## config.mk

```make
export PLATFORM = sky130hd
export DESIGN_NAME = pc_fetch_sequencer
export DESIGN_NICKNAME = d
export VERILOG_FILES = /design/src/rtl/pc_fetch_sequencer.sv
export SDC_FILE = /design/constraint.sdc
export NUM_CORES = 1
export LEC_CHECK = 0
export ABC_AREA = 1
export BUFFER_PORTS_ARGS = -buffer_cell sky130_fd_sc_hd__buf_2
export CAP_MARGIN = 10
export CORE_AREA = 2 2 117 119
export CTS_BUF_LIST = sky130_fd_sc_hd__clkbuf_16
export CTS_CLUSTER_DIAMETER = 200
export CTS_CLUSTER_SIZE = 28
export DETAILED_ROUTE_END_ITERATION = 10
export DIE_AREA = 0 0 119 121
export PLACE_DENSITY = 0.73
export SYNTH_ARGS = -nofsm -noshare
export SYNTH_HDL_FRONTEND = slang
export SYNTH_SLANG_ARGS = --single-unit
export TNS_END_PERCENT = 30
```

## constraint.sdc

```tcl
create_clock -name clk -period 4.3 [get_ports clk]
set_clock_uncertainty 0.15 [all_clocks]
set_input_delay 0.86 -clock clk [delete_from_list [all_inputs] [get_ports clk]]
set_output_delay 0.86 -clock clk [all_outputs]
set_load 0.005 [all_outputs]
```

## src/rtl/pc_fetch_sequencer.sv

```systemverilog
// Fetch-stage PC sequencer: owns the program counter, issues fetch requests over
// valid/ready, steps the PC through an external incrementer and tracks redirects.
module pc_fetch_sequencer #(
    parameter logic [63:0] RESET_VECTOR = 64'h0000_0000_0000_0000,
    parameter logic [4:0]  INC          = 5'd4
) (
    input  logic        clk,
    input  logic        rst,
    input  logic        redirect_valid,
    input  logic [63:0] redirect_pc,
    input  logic        fetch_ready,
    output logic        fetch_valid,
    output logic [63:0] fetch_pc,
    output logic [63:0] inc_a,
    output logic [4:0]  inc_b,
    input  logic [64:0] inc_sum,
    output logic        pc_overflow,
    output logic [31:0] fetch_count
);

    typedef enum logic [1:0] {
        BOOT   = 2'd0,
        ISSUE  = 2'd1,
        BUBBLE = 2'd2,
        FAULT  = 2'd3
    } state_t;

    state_t      state_q, state_d;
    logic [63:0] pc_q, pc_d;
    logic        overflow_q, overflow_d;
    logic [31:0] count_q, count_d;
    logic        accept;

    always_ff @(posedge clk) begin
        if (rst) begin
            state_q    <= BOOT;
            pc_q       <= RESET_VECTOR;
            overflow_q <= 1'b0;
            count_q    <= 32'd0;
        end else begin
            state_q    <= state_d;
            pc_q       <= pc_d;
            overflow_q <= overflow_d;
            count_q    <= count_d;
        end
    end

    always_comb begin
        state_d    = state_q;
        pc_d       = pc_q;
        overflow_d = overflow_q;
        count_d    = count_q;
        accept     = (state_q == ISSUE) && fetch_ready;

        case (state_q)
            BOOT:   state_d = ISSUE;
            BUBBLE: state_d = ISSUE;
            ISSUE: begin
                if (accept) begin
                    pc_d = inc_sum[63:0];
                    // Carry-out means the PC wrapped past the top of the address space.
                    if (inc_sum[64]) begin
                        state_d    = FAULT;
                        overflow_d = 1'b1;
                    end
                end
            end
            FAULT:   state_d = FAULT;
            default: state_d = BOOT;
        endcase

        if (accept) begin
            count_d = count_q + 32'd1;
        end

        // A redirect overrides the sequential step, but an accepted request still counts.
        if (redirect_valid) begin
            pc_d       = {redirect_pc[63:2], 2'b00};
            state_d    = BUBBLE;
            overflow_d = (state_q == FAULT) ? 1'b0 : overflow_q;
        end
    end

    assign fetch_valid = (state_q == ISSUE);
    assign fetch_pc    = pc_q;
    assign inc_a       = pc_q;
    assign inc_b       = INC;
    assign pc_overflow = overflow_q;
    assign fetch_count = count_q;

endmodule

```

# ---- After elaboration in Yosys (flattened, before gate mapping)
# Index checks and enable logic that the tools add are counted.
# Widths: inputs -> output; s select.
dict set report totals {
  regBits 99
  latchBits 0
  mem_bits_rw 0
  romBits 0
  inputBits 133
  n_memories 0
}
dict set report op_classes {
  addsub 1
  multipliers 0
  div 0
  order_cmp 0
  eq_ne 8
  shift 0
  n_mux 12
  bitwise 0
  n_reduce_logical 12
}
# op count
set op_table {}
lappend op_table {{$mux 64} 3}
lappend op_table {{$add 32x1->32 const B} 1}
lappend op_table {{$reduce_and 2->1} 4}
lappend op_table {{$mux 2} 3}
lappend op_table {{$ne 2x1->1 const B} 3}
lappend op_table {{$ne 3x2->1 const B} 2}
lappend op_table {{$pmux 2 s3} 1}
lappend op_table {{$reduce_bool 2->1} 3}
lappend op_table {{$mux 1} 5}
lappend op_table {{$eq 2x2->1 const B} 2}
lappend op_table {{$reduce_and 4->1} 1}
lappend op_table {{$reduce_or 2->1} 2}
lappend op_table {{$eq 2x1->1 const B} 1}
lappend op_table {{$logic_not 2->1} 1}
lappend op_table {{$logic_and 1x1->1} 1}

# ---- Depth between registers and ports, before layout
dict set report depth {
  ltp_word 5
  ltp_mapped 10
}

# ---- Worst setup path before layout
# OpenSTA, ideal clock, no wires.
dict set report synth_path {
  path_kind {in2reg}
  startpoint {input redirect_valid}
  endpoint {register pc_q[10], in the netlist fetch_pc[10]}
  arrival_ns 1.674
  path_slack_ns 2.402
  cell_stages 7
  path_cell_list {buf_2 inv_1 nand2_1 inv_2 clkbuf_1 nand2_1 a31oi_1}
}
dict set report synth_between {
  elab_chain_cells 2
  elab_cells_between_ends 4
  classes_between {mux: 1; reduce/logical: 3}
}
# item line
set synth_lines {}
lappend synth_lines {{from (decl)} 9} ;# input logic redirect_valid,
lappend synth_lines {{$reduce_bool 2->1 (no line)} -}
lappend synth_lines {{$reduce_and 2->1 (no line)} -}
lappend synth_lines {{to (signal assigned)} 42} ;# pc_q <= pc_d;
lappend synth_lines {{to (decl)} 29} ;# logic [63:0] pc_q, pc_d;
# Parallel ways exist; a longest one is shown, timed or not.
# A chain may end at the register's enable or synchronous reset.

# ---- Worst setup path after layout
dict set report layout_path {
  startpoint {input fetch_ready}
  endpoint {register pc_q[41], in the netlist fetch_pc[41]}
}
dict set report layout_between {
  elab_chain_cells 3
}
# item line
set layout_lines {}
lappend layout_lines {{from (decl)} 11} ;# input logic fetch_ready,
lappend layout_lines {{$logic_and 1x1->1} 53} ;# accept = (state_q == ISSUE) && fetch_ready;
lappend layout_lines {{$reduce_bool 2->1 (no line)} -}
lappend layout_lines {{$reduce_and 2->1 (no line)} -}
# Every way passes these cells.

==> flow_results.org <==
** Global routing
- Layer with the highest usage after global routing :: met2
- Global route overflow :: 0
- The number of antenna violations at the first check in global routing was 5.
- Global routing met3 resource utilization :: 4.56%
- Global-route wire length before repair :: 25000 um
- For this run, global-route usage on met1 was measured as 28.0%.
- All-Layer GR Usage :: 21.9%
- Maximum number of pins on one net before global-route repair :: 65
- Global-route met2 utilization :: 36.3%
- The via count of the first global-routing pass is 4817.

** STA
- Tcrit/Tclk final :: 60.6%
- Static timing analysis puts the maximum clock frequency at 384 MHz.
- Setup repair after global routing left no endpoint under its margin.
- Setup violations remaining at the end of the flow were counted as 0.
- Setup TNS Final :: 0 ps
- The worst path needs 2600 ps of the cycle, external delays included.
- In the post-route analysis, the smallest setup slack over all paths is 1700 ps.
- The number of pins with negative max-slew slack in the final report was 0.
- Headroom to the max-slew limit came out at 25.8%.
- Actual transition at the worst max-transition pin :: 1110 ps
- Final Hold Viols :: 0

** Cells and area
- The top cell types in the final layout, fill and taps aside, are 292 x sky130_fd_sc_hd__buf_2, 198 x sky130_fd_sc_hd__nand2_1, 99 x sky130_fd_sc_hd__dfxtp_1, 88 x sky130_fd_sc_hd__nand3_1, 64 x sky130_fd_sc_hd__a31oi_1.
- Leading cell type in the layout, fill and taps excluded :: sky130_fd_sc_hd__buf_2
- Ratio of cells with drive above 1 in the final layout :: 36.5%
- Share of the core filled with cells in the final layout :: 49.4%
- The final layout contains 1065 nets.
- Area grow syn2layout :: 25.3%
- The layout has 1381 filler cells.
- Leaving out filler cells and counting taps, the final layout contains 1115.

** Synthesis
- After synthesis, the mean cell area works out to 7.09 um2.
- Synthesis Warnings :: 0
- In this run, distinct cell masters in the synthesized netlist total 32.
- Register bit count reported by yosys :: 99
- Share of flip-flops with an asynchronous set or reset after synthesis :: 0%
- Netlist area before placement :: 5160 um2
- Among all flip-flop cells after synthesis, the most frequent one is sky130_fd_sc_hd__dfxtp_1.
- Seq/Total Area, Yosys :: 38.4%
- Counting every instance in the synthesized netlist gives 728.
- The synthesized design contains 0 enable-type register cells.

** Power and ir drop
- The clock network accounts for 38.8% of the total power.
- The completed layout was analyzed and its total power is 2.03 mW.
- Leak :: 3.15 nW
- In this run the power density over the cells is 314 nW/um2.
- Of the total power, combinational logic draws 12.7%.
- VDD sags by at most 0.169 mV.
- Internal power :: 1.47 mW
- Sequential power share :: 48.5%
- The analysis attributes to net switching a power of 0.557 mW.
- Net switching share of the total power :: 27.4%

** Critical path
- Worst path required time :: 4420 ps
- For the worst setup path, the data arrival time is 2720 ps.
- Critical Path, Cell by Cell :: buf_2 -> nand3_2 -> inv_2 -> buf_4 -> nand3_1 -> a31oi_1
- CP Launch Type :: primary input
- Type of element capturing the critical path :: flop
- On the critical path, the stage with the largest delay is an instance of sky130_fd_sc_hd__inv_2.
- Critical-path maximum fanout :: 37
- For this run, the slowest stage of the critical path takes 650 ps.
- The worst setup path is of the in2reg kind.

** Floorplan
- The floorplan step set the die width to 119 um.
- Once the floorplan was initialized, standard cells occupied 39.4% of the core.
- In this run the vertical extent of the chip is 121 um.
- Core box area :: 13100 um2
- The die covers 14400 um2.
- In this run the count of I/O pins placed on the die edge is 300.
- The initialized floorplan defines 42 standard-cell rows.

** Placed design
- Before CTS, the worst setup slack after placement is 1290 ps.
- Once detailed placement completed, the half-perimeter wirelength came to 12200 um.
- Last weighted congestion value of the routability-driven placer :: 0.889
- Port Buf Inserts :: 292
- Dpl cells :: 1096

** Clock network
- In this run the number of H-tree levels came out at 3.
- The clock passes through at most 2 buffers.
- CTS saw 99 sinks.
- Clock insertion delay at the later pin of the skew report :: 340 ps
- TritonCTS clock tree :: built
- Total clock buffers created by CTS :: 9
- Resized Gates After CTS :: 0
- Buffers added to address setup during post-CTS repair amount to 0.
- In this run the clock root is driven by a sky130_fd_sc_hd__clkbuf_16.
- Hold bufs inserted after CTS :: 0
- Clock input transition at the sequential cells of the worst setup and hold paths :: 70 ps

** Detailed routing
- Total iterations of the first detailed-routing run :: 5
- DR vias :: 5518
- Final routed DRC violation total :: 0
- Post-detailed-route via-to-cell ratio :: 4.95
- In this run the remaining antenna-violating nets after routing total 0.
- Per-cell routed wire length :: 14.9 um
- The final layout contains routed wiring with a total length of 16600 um.
- After the first detailed-routing iteration, the DRC count stood at 361.

** Job
- Max cap viols :: 0

** Run status
- Run status :: finished clean

** Hold path
- The min-delay analysis places its worst path in the category reg2reg.
-- final timing paths --
path,startpoint,end,slack [ps],cells after the start
max,fetch_ready,fetch_pc[41]$_SDFFE_PP0P_,1700,6
min reg2reg,fetch_pc[1]$_SDFFE_PP0P_,fetch_pc[1]$_SDFFE_PP0P_,330,2
min,fetch_pc[1]$_SDFFE_PP0P_,fetch_pc[1]$_SDFFE_PP0P_,330,2
max reg2reg,state_q[0]$_SDFFE_PP0P_,fetch_pc[41]$_SDFFE_PP0P_,1910,5
-- worst max-delay path, delay by kind of cell --
family	cells	cell delay (ps)
buffers and inverters	3	1220
and+or+nand+nor	2	410
AOI/OAI and AO/OA	1	220
-- Yosys cell counts (all sizes together), types with 2 or more instances --
master | n | area share [%]
clkbuf | 15 | 1.1
inv | 46 | 3.3
nand4 | 8 | 0.97
nand2 | 202 | 15
nor2 | 69 | 7.0
o21ai | 11 | 1.1
dfxtp | 99 | 38
buf | 92 | 13
nor3 | 6 | 0.68
a31oi | 64 | 7.8
a21oi | 17 | 1.6
conb | 2 | 0.15
nand3 | 91 | 9.3
-- cell type report --
class / instances / area, um2 / area share, %
Multi-Input combinational cell: 479 / 2310 / 35.7
Sequential cell: 99 / 1980 / 30.7
Timing Repair Buffer: 296 / 1490 / 23.1
Clock buffer: 9 / 225 / 3.48
Tap cell: 176 / 220 / 3.41
Inverter: 46 / 173 / 2.67
Clock inverter: 7 / 57.6 / 0.890
Antenna cell: 3 / 7.51 / 0.116
-- kinds of logic after synthesis --
| family | count (synthesis) | synth area share, % |
|---|---|---|
| DFF | 99 | 38.4 |
| AOI/OAI and AO/OA | 93 | 10.6 |
| adders and majority gates | 1 | 0.242 |
| buffers and inverters | 153 | 17.1 |
| other | 2 | 0.146 |
| and+or+nand+nor | 378 | 33.2 |
| xor gates and xnor gates | 2 | 0.339 |
-- through the flow --
step | hold WS, ps | cell area [um2]
3_3_place_gp | 325 | 6170
6_report | 334 | 6460
3_5_place_dp | 330 | 6170
5_1_grt | 357 | 6460
2_1_floorplan | 320 | 5170
4_1_cts | 341 | 6460
-- state kept, by name, indices dropped and copies added, names as in the netlist --
register	cells
state_q	2
fetch_count	32
pc_overflow	1
fetch_pc	64
-- power groups by stage --
stage | clock network (mW) | logic, mW | registers, mW
final | 0.788 | 0.258 | 0.985
after global routing | 0.840 | 0.284 | 0.990
after CTS | 0.809 | 0.261 | 0.985
after detailed placement | 0 | 0.261 | 1.00
after global placement | 0 | 0.258 | 1.01
after floorplan | 0 | 0.155 | 1.00
-- routing by layer --
layer / part of all wire [%] / routed length, um
met1: 42 / 6970
met2: 49 / 8170
met3: 6.8 / 1130
met4: 2.2 / 362
met5: 0.090 / 15
No activity file was read; power rests on OpenSTA's default activity.
